File: src/rtl/mem_access_unit.sv
// rtl/mem_access_unit.sv - MEM-stage load/store sequencer for the data-side SRAM-like bus
module mem_access_unit (
  input  logic        clk,
  input  logic        rst,
  input  logic        MemReadM,
  input  logic        MemWriteM,
  input  logic [2:0]  MemReadTypeM,
  input  logic [31:0] addrM,
  input  logic [31:0] wdataM,
  input  logic        stage_en,
  input  logic        flushM,
  output logic        data_req,
  output logic        data_wr,
  output logic [1:0]  data_size,
  output logic [31:0] data_addr,
  output logic [31:0] data_wdata,
  input  logic        data_addr_ok,
  input  logic        data_data_ok,
  input  logic [31:0] data_rdata,
  output logic        stall_mem,
  output logic [31:0] load_dataM,
  output logic        AdEL,
  output logic        AdES
);

  localparam logic [1:0] IDLE = 2'd0;
  localparam logic [1:0] REQ  = 2'd1;
  localparam logic [1:0] WAIT = 2'd2;
  localparam logic [1:0] DONE = 2'd3;

  logic [1:0]  state;
  logic        sign_q;
  logic        kill_q;
  logic        acc;
  logic        misaligned;
  logic        issue;
  logic [31:0] wdata_rep;
  logic [31:0] shifted;
  logic [31:0] load_ext;
  logic        kill_now;

  assign acc        = (MemReadM | MemWriteM) & (MemReadTypeM != 3'b111) & ~flushM;
  assign misaligned = ((MemReadTypeM[1:0] == 2'b10) & (addrM[1:0] != 2'b00)) |
                      ((MemReadTypeM[1:0] == 2'b01) & addrM[0]);
  assign issue      = acc & ~misaligned;
  assign AdEL       = acc & misaligned & ~MemWriteM;
  assign AdES       = acc & misaligned & MemWriteM;
  assign stall_mem  = ((state == IDLE) & issue) | (state == REQ) | (state == WAIT);
  // A flush seen at any point of the transaction discards its result.
  assign kill_now   = kill_q | flushM;

  always_comb begin
    wdata_rep = wdataM;
    case (MemReadTypeM[1:0])
      2'b00:   wdata_rep = {4{wdataM[7:0]}};
      2'b01:   wdata_rep = {2{wdataM[15:0]}};
      default: wdata_rep = wdataM;
    endcase
  end

  assign shifted = data_rdata >> {data_addr[1:0], 3'b000};

  always_comb begin
    load_ext = shifted;
    case (data_size)
      2'b00:   load_ext = {{24{sign_q & shifted[7]}}, shifted[7:0]};
      2'b01:   load_ext = {{16{sign_q & shifted[15]}}, shifted[15:0]};
      default: load_ext = shifted;
    endcase
  end

  always_ff @(posedge clk or posedge rst) begin
    if (rst) begin
      state      <= IDLE;
      data_req   <= 1'b0;
      data_wr    <= 1'b0;
      data_size  <= 2'b00;
      data_addr  <= 32'h0;
      data_wdata <= 32'h0;
      load_dataM <= 32'h0;
      sign_q     <= 1'b0;
      kill_q     <= 1'b0;
    end else begin
      case (state)
        IDLE: begin
          if (issue) begin
            state      <= REQ;
            data_req   <= 1'b1;
            data_wr    <= MemWriteM;
            data_size  <= MemReadTypeM[1:0];
            data_addr  <= addrM;
            data_wdata <= wdata_rep;
            sign_q     <= MemReadTypeM[2];
            kill_q     <= 1'b0;
          end
        end
        REQ: begin
          if (flushM) kill_q <= 1'b1;
          if (data_addr_ok) begin
            data_req <= 1'b0;
            if (data_data_ok) begin
              state <= kill_now ? IDLE : DONE;
              if (!kill_now && !data_wr) load_dataM <= load_ext;
            end else begin
              state <= WAIT;
            end
          end
        end
        WAIT: begin
          if (flushM) kill_q <= 1'b1;
          if (data_data_ok) begin
            state <= kill_now ? IDLE : DONE;
            if (!kill_now && !data_wr) load_dataM <= load_ext;
          end
        end
        default: begin
          // Hold here until the pipeline moves on, so the same op is not reissued.
          if (stage_en || flushM) state <= IDLE;
        end
      endcase
    end
  end

endmodule
File: config.mk
export PLATFORM = sky130hd
export DESIGN_NAME = mem_access_unit
export DESIGN_NICKNAME = d
export VERILOG_FILES = /design/src/rtl/mem_access_unit.sv
export SDC_FILE = /design/constraint.sdc
export NUM_CORES = 1
export LEC_CHECK = 0
export CORE_UTILIZATION = 40
export DETAILED_ROUTE_END_ITERATION = 8
export PLACE_DENSITY = 0.79
export SLEW_MARGIN = 20
export SYNTH_ARGS = -nofsm -noshare
export SYNTH_HDL_FRONTEND = slang
export SYNTH_SLANG_ARGS = --single-unit
File: constraint.sdc
create_clock -name clk -period 10.6 [get_ports clk]
set_input_delay 2.12 -clock clk [delete_from_list [all_inputs] [get_ports clk]]
set_output_delay 2.12 -clock clk [all_outputs]
set_load 0.005 [all_outputs]
==> results of run 1 <==
[cell families after synthesis]
logic type / after synthesis / synth area share
buffers and inverters: 38 / 0.0398
flip-flops: 104 / 0.501
XOR/XNOR: 1 / 0.00169
multiplexers: 104 / 0.256
adder cells (fa/ha/maj): 4 / 0.00964
AND/OR/NAND/NOR: 75 / 0.0704
AO/OA/AOI/OAI: 101 / 0.121
[worst paths after layout]
check | endpoint | slack, ps | startpoint | cells after the start
worst max-delay path | stall_mem | 3280 | MemReadTypeM[0] | 6
worst min register to register | data_addr[27] | 510 | data_addr[27] | 1
max in group asynchronous | data_wdata[26] | 7230 | rst | 3
worst min-delay path | data_addr[27] | 510 | data_addr[27] | 1
worst max register to register | data_addr[20] | 7820 | state[0] | 6
min in group asynchronous | data_addr[29] | 2200 | rst | 2
[layout make-up]
cell class / instances / area share
Timing Repair Buffer: 215 / 0.279
Inverter: 6 / 0.00326
Clock buffer: 11 / 0.0317
Tap cell: 172 / 0.0281
Multi-Input combinational cell: 285 / 0.311
Clock inverter: 5 / 0.00735
Sequential cell: 104 / 0.340
[where the power goes]
| part | internal, mW | total, mW | switching, mW | leakage (nW) |
|---|---|---|---|---|
| clock | 0.189 | 0.333 | 0.143 | 0.145 |
| combinational | 0.631 | 0.967 | 0.336 | 1.97 |
| sequential | 0.590 | 0.729 | 0.139 | 1.27 |
[stage by stage]
step	cells	hold WS [ps]	setup slack, ps	cell area [sq um]
5_1_grt	798	518	3190	7660
3_3_place_gp	782	490	3340	7370
2_1_floorplan	427	504	5000	5190
6_report	798	508	3280	7660
3_5_place_dp	782	492	3320	7370
4_1_cts	798	511	3310	7660
[layer usage]
metal,global-route usage,wire length [um]
met1,0.279,6260
met2,0.350,6860
met3,0.0335,854
met4,0.0761,277
met5,0,0
[flip-flops by register name, summed over array words and instances (netlist names)]
name / flops
data_wr: 1
state: 2
sign_q: 1
data_size: 2
data_wdata: 32
data_req: 1
kill_q: 1
data_addr: 32
load_dataM: 32
[cells in the final DEF, fill, tap and decap left out, types with 2 or more instances in the layout]
cell type        netlist  final
clkdlybuf4s50_1        0    209
buf_4                  0      6
o22a_1                16     16
mux2_2                 8      8
clkbuf_16              0      9
a211oi_1               8      8
a21oi_1               21     21
clkinv_2               0      2
nor2_1                24     24
and2_1                 9      9
o21ai_1               16     16
nand2b_1               4      4
mux2i_1               41     41
nand2_1               19     19
dfrtp_1              104    104
o2bb2ai_1              6      6
nor2b_1               10     10
mux2_4                53     53
ha_1                   4      4
o21bai_1               2      2
o21ai_0               27     27
inv_1                  6      5
nor3_1                 2      2
==> impl_metrics.tcl, run 1 <==
set metrics [dict create \
    worstSetupPathType "in -> out" \
    max_slew_margin 0.375 \
    startpoint_type "input pin" \
    grt_max_degree 60 \
    coreArea_sq_mm 0.0126 \
    hpwl_mm 10.4 \
    rows 41 \
    place.gp.congestion 0.825 \
    total_power_mw 2.03 \
    die_y_um 116 \
    synth_top_cell_by_area "dfrtp_1" \
    antenna_found_initial 0 \
    layout.nets 732 \
    cpMaxStageDelayCell "clkdlybuf4s50_1" \
    path_clk_slew_ps 60 \
    cp_top_family "buffers and inverters" \
    clock_skew_ps 6.28 \
    clk-insertion-delay-late_ps 340 \
    layout-drive-gt1-share 0.137 \
    postCtsSetupBuffers 0 \
    ys_warn_count 0 \
    path_cells "clkdlybuf4s50_1 > mux2_4 > a221o_1 > or2_4 > nand2_1 > clkdlybuf4s50_1" \
    cp.arrival_ps 5200 \
    regArea_sq_mm 0.00260 \
    final-setup-viol-count 0 \
    max-clock-path-buffers 2 \
    wl_per_cell_um 17.9 \
    synth_nets 538 \
    detail-route-antenna-nets 0 \
    fmax_ghz 0.137 \
    postCtsHoldBufs 0 \
    syn_inst 427 \
    hold_class "reg -> reg" \
    dieWidth_um 116 \
    grt_first_pass_wirelength_mm 22.0 \
    cts_tree "yes" \
    hold_viol_final 0 \
    cp_max_fo 20 \
    synth_cell_types 38 \
    tns_ps 0 \
    path_buf_inv 2 \
    p_per_area_mw_per_mm2 265 \
    cts.sinks 104 \
    drv_cap 0 \
    synth_top_area_frac 0.501 \
    status "complete, no violations" \
    critical_path.most_common_cell "clkdlybuf4s50_1" \
    cts_resized 0 \
    io_buffers 209 \
    first_global_vias 4205 \
    postSynthAreaPerCell_sq_um 12.2 \
    diodes 0 \
    multiInputGateArea_sq_mm 0.00239 \
    track_usage 0.211 \
    cp.required_ps 8480 \
    fin_crit_ps 7320 \
    drtIter0Drc 260 \
    rsz0062_at_grt "no" \
    worst_pin_slew_ps 934 \
    synth.area.top_cells "dfrtp_1 (50%), mux2_4 (15%), mux2i_1 (7.9%), o22a_1 (2.7%), o21ai_0 (2.6%)" \
    synth_ff_type "dfrtp_1" \
    drc 0 \
    ir_drop_v 0.000102 \
    yosys_register_bits 104 \
    cpPeakStageDelay_ps 1040 \
    globalRouteOverflowTotal 0 \
    synth_enable_flop_cells 0 \
    firstDrtPassIters 4 \
    cellLeakagePower_nw 3.38 \
    syn2layout_area_growth_pct 47.6 \
    wirelength_mm 14.2 \
    num_vias 4140 \
    min_period_over_period 0.690 \
    async_flop_share 1.00 \
    cts-htree-levels 3 \
    die-area_sq_mm 0.0134 \
    cts-root-buf "clkbuf_16" \
    fin_util 0.607 \
    cts_inserted_buffers 9 \
    initial_core_util 0.411 \
    syn-cell-area_sq_mm 0.00519 \
    pin_count 210 \
    ys_seq_area_frac 0.501 \
    viasPerCell 5.19 \
    drv_slew 0 \
    synth_most_common_cell "dfrtp_1" \
    fillers 1051 \
    yosys-top-cells-count "dfrtp_1 (104), mux2_4 (53), mux2i_1 (41)" \
    end_kind "output port" \
]
Power figures use the tool's default switching activity.
==> run 2: changes to the inputs <==
==> constraint.sdc (replaced) <==
create_clock -name clk -period 7.4 [get_ports clk]
set_input_delay 1.48 -clock clk [delete_from_list [all_inputs] [get_ports clk]]
set_output_delay 1.48 -clock clk [all_outputs]
set_load 0.005 [all_outputs]
==> run 2 against run 1 <==
First-iteration DRC count is 9.6% lower. Register-to-register slack worse by 3200 ps. Clock skew is 1.7 ps higher.
==> impl_metrics.tcl, run 2 (synthesis results as in run 1) <==
set metrics [dict create \
    reg_top3 "data_addr: 32 flops, data_wdata: 32 flops, load_dataM: 32 flops" \
    p_sw_mw 0.890 \
    antenna_found_initial 0 \
    io_buffers 209 \
    hold_viol_final 0 \
    layout-drive-gt1-share 0.140 \
    cts.sinks 104 \
    viasPerCell 5.22 \
    reg2regPathDepth 6 \
    setup_slack_ps 1840 \
    num_vias 4171 \
    coreArea_sq_mm 0.0126 \
    final_cell_mix "clkdlybuf4s50_1 (209), dfrtp_1 (104), mux2_4 (53)" \
    use_met1 0.276 \
    rsz0062_at_grt "no" \
    drc 0 \
    internal_power_mw 2.08 \
    max_slew_margin 0.297 \
    place.gp.congestion 0.792 \
    post-place-ws_ps 1840 \
    wl_per_cell_um 18.0 \
    cp.arrival_ps 4080 \
    path_clk_slew_ps 60 \
    cts-htree-levels 3 \
    tns_ps 0 \
    reg2reg_slack_ps 4660 \
    cp.required_ps 5920 \
    status "complete, no violations" \
    use_met3 0.0408 \
    switching_share 0.300 \
    pin_count 210 \
    grt_first_pass_wirelength_mm 21.6 \
    hp-start "load_dataM[7]" \
    final-setup-viol-count 0 \
    drv_slew 0 \
    postCtsSetupBuffers 0 \
    cts_inserted_buffers 9 \
    worstSetupPathType "in -> out" \
    met2_usage 0.348 \
    total_power_mw 2.97 \
    rows 41 \
    grt_max_degree 73 \
    die_y_um 116 \
    seq_power_share 0.350 \
    hold_class "reg -> reg" \
    clockPowerShare 0.179 \
    fin_crit_ps 5560 \
    track_usage 0.213 \
    reg2reg_from "state[1]" \
    drv_cap 0 \
    wirelength_mm 14.4 \
    p_per_area_mw_per_mm2 384 \
    layout.nets 733 \
    fmax_ghz 0.180 \
    detail-route-antenna-nets 0 \
    clock_skew_ps 7.96 \
    cts-root-buf "clkbuf_16" \
    hold_slack_ps 505 \
    syn2layout_area_growth_pct 48.6 \
    busiest_layer "met2" \
    max-clock-path-buffers 2 \
    cellLeakagePower_nw 3.40 \
    clk-insertion-delay-late_ps 340 \
    startpoint_type "input pin" \
    dieWidth_um 116 \
    drtIter0Drc 235 \
    cts_tree "yes" \
    layout_commonest_cell "clkdlybuf4s50_1" \
    die-area_sq_mm 0.0134 \
    hpwl_mm 10.5 \
    min_period_over_period 0.752 \
    globalRouteOverflowTotal 0 \
    diodes 0 \
    cts_resized 0 \
    r2r-end "data_wdata[31]" \
    worst_pin_slew_ps 1050 \
    firstDrtPassIters 4 \
    end_kind "output port" \
    endpoint "stall_mem" \
    cp-startpoint "MemReadTypeM[0]" \
    initial_core_util 0.411 \
    fillers 1014 \
    cp_max_fo 20 \
    postCtsHoldBufs 0 \
    combPwrFrac 0.471 \
    ir_drop_v 0.000181 \
    first_global_vias 4116 \
]
## run 2: changes by cell type in the layout (fill, tap and decap cells not counted)
| cell | delta |
|---|---|
| clkbuf_8 | +2 |
| clkinv_2 | -2 |
| buf_4 | +1 |
| bufinv_16 | +1 |
| clkbuf_1 | -1 |
| clkinv_4 | -1 |
| clkinvlp_4 | +1 |
## run 2: stage by stage
step                       util  instance area (sq um)  std cells
after floorplan               -                   5190        427
after CTS                 0.611                   7710        799
after global routing      0.611                   7710        799
after global placement    0.584                   7370        783
final                     0.611                   7710        799
after detailed placement  0.584                   7370        783
## run 2: area by class of cell
| class | instances | area (sq um) | share of cell area |
|---|---|---|---|
| Clock buffer | 12 | 267 | 0.0345 |
| Clock inverter | 4 | 75.1 | 0.00973 |
| Inverter | 6 | 25.0 | 0.00324 |
| Multi-Input combinational cell | 285 | 2390 | 0.309 |
| Sequential cell | 104 | 2600 | 0.337 |
| Tap cell | 172 | 215 | 0.0279 |
| Timing Repair Buffer | 216 | 2140 | 0.278 |
## run 2: critical path, stage by stage
cell	delay [ps]
clkdlybuf4s50_1	450
buf_4	260
mux2_4	330
a221o_1	580
or2_4	390
nand2_1	80
clkdlybuf4s50_1	510
## run 2: layer usage
| metal | vias to the layer above | part of all wire |
|---|---|---|
| met4 | 0 | 0.022 |
| met3 | 23 | 0.067 |
| met2 | 171 | 0.48 |
| met1 | 2065 | 0.43 |
| li1 | 1912 | - |
| met5 | - | 0 |
## run 2: worst min-delay path by stage
stage	end	slack, ps	depth (start not counted)
floorplan	sign_q	500	1
global route	data_addr[21]	520	1
CTS	load_dataM[7]	510	1
global placement	data_addr[23]	490	1
finish	load_dataM[7]	510	1
detailed placement	data_addr[21]	490	1
## run 2: power groups by stage
stage	combinational (mW)	sequential, mW	clock, mW
after floorplan	0.663	1.02	0
after global placement	1.36	1.03	0
after detailed placement	1.40	1.04	0
after CTS	1.41	1.04	0.546
after global routing	1.50	1.07	0.573
final	1.40	1.04	0.532
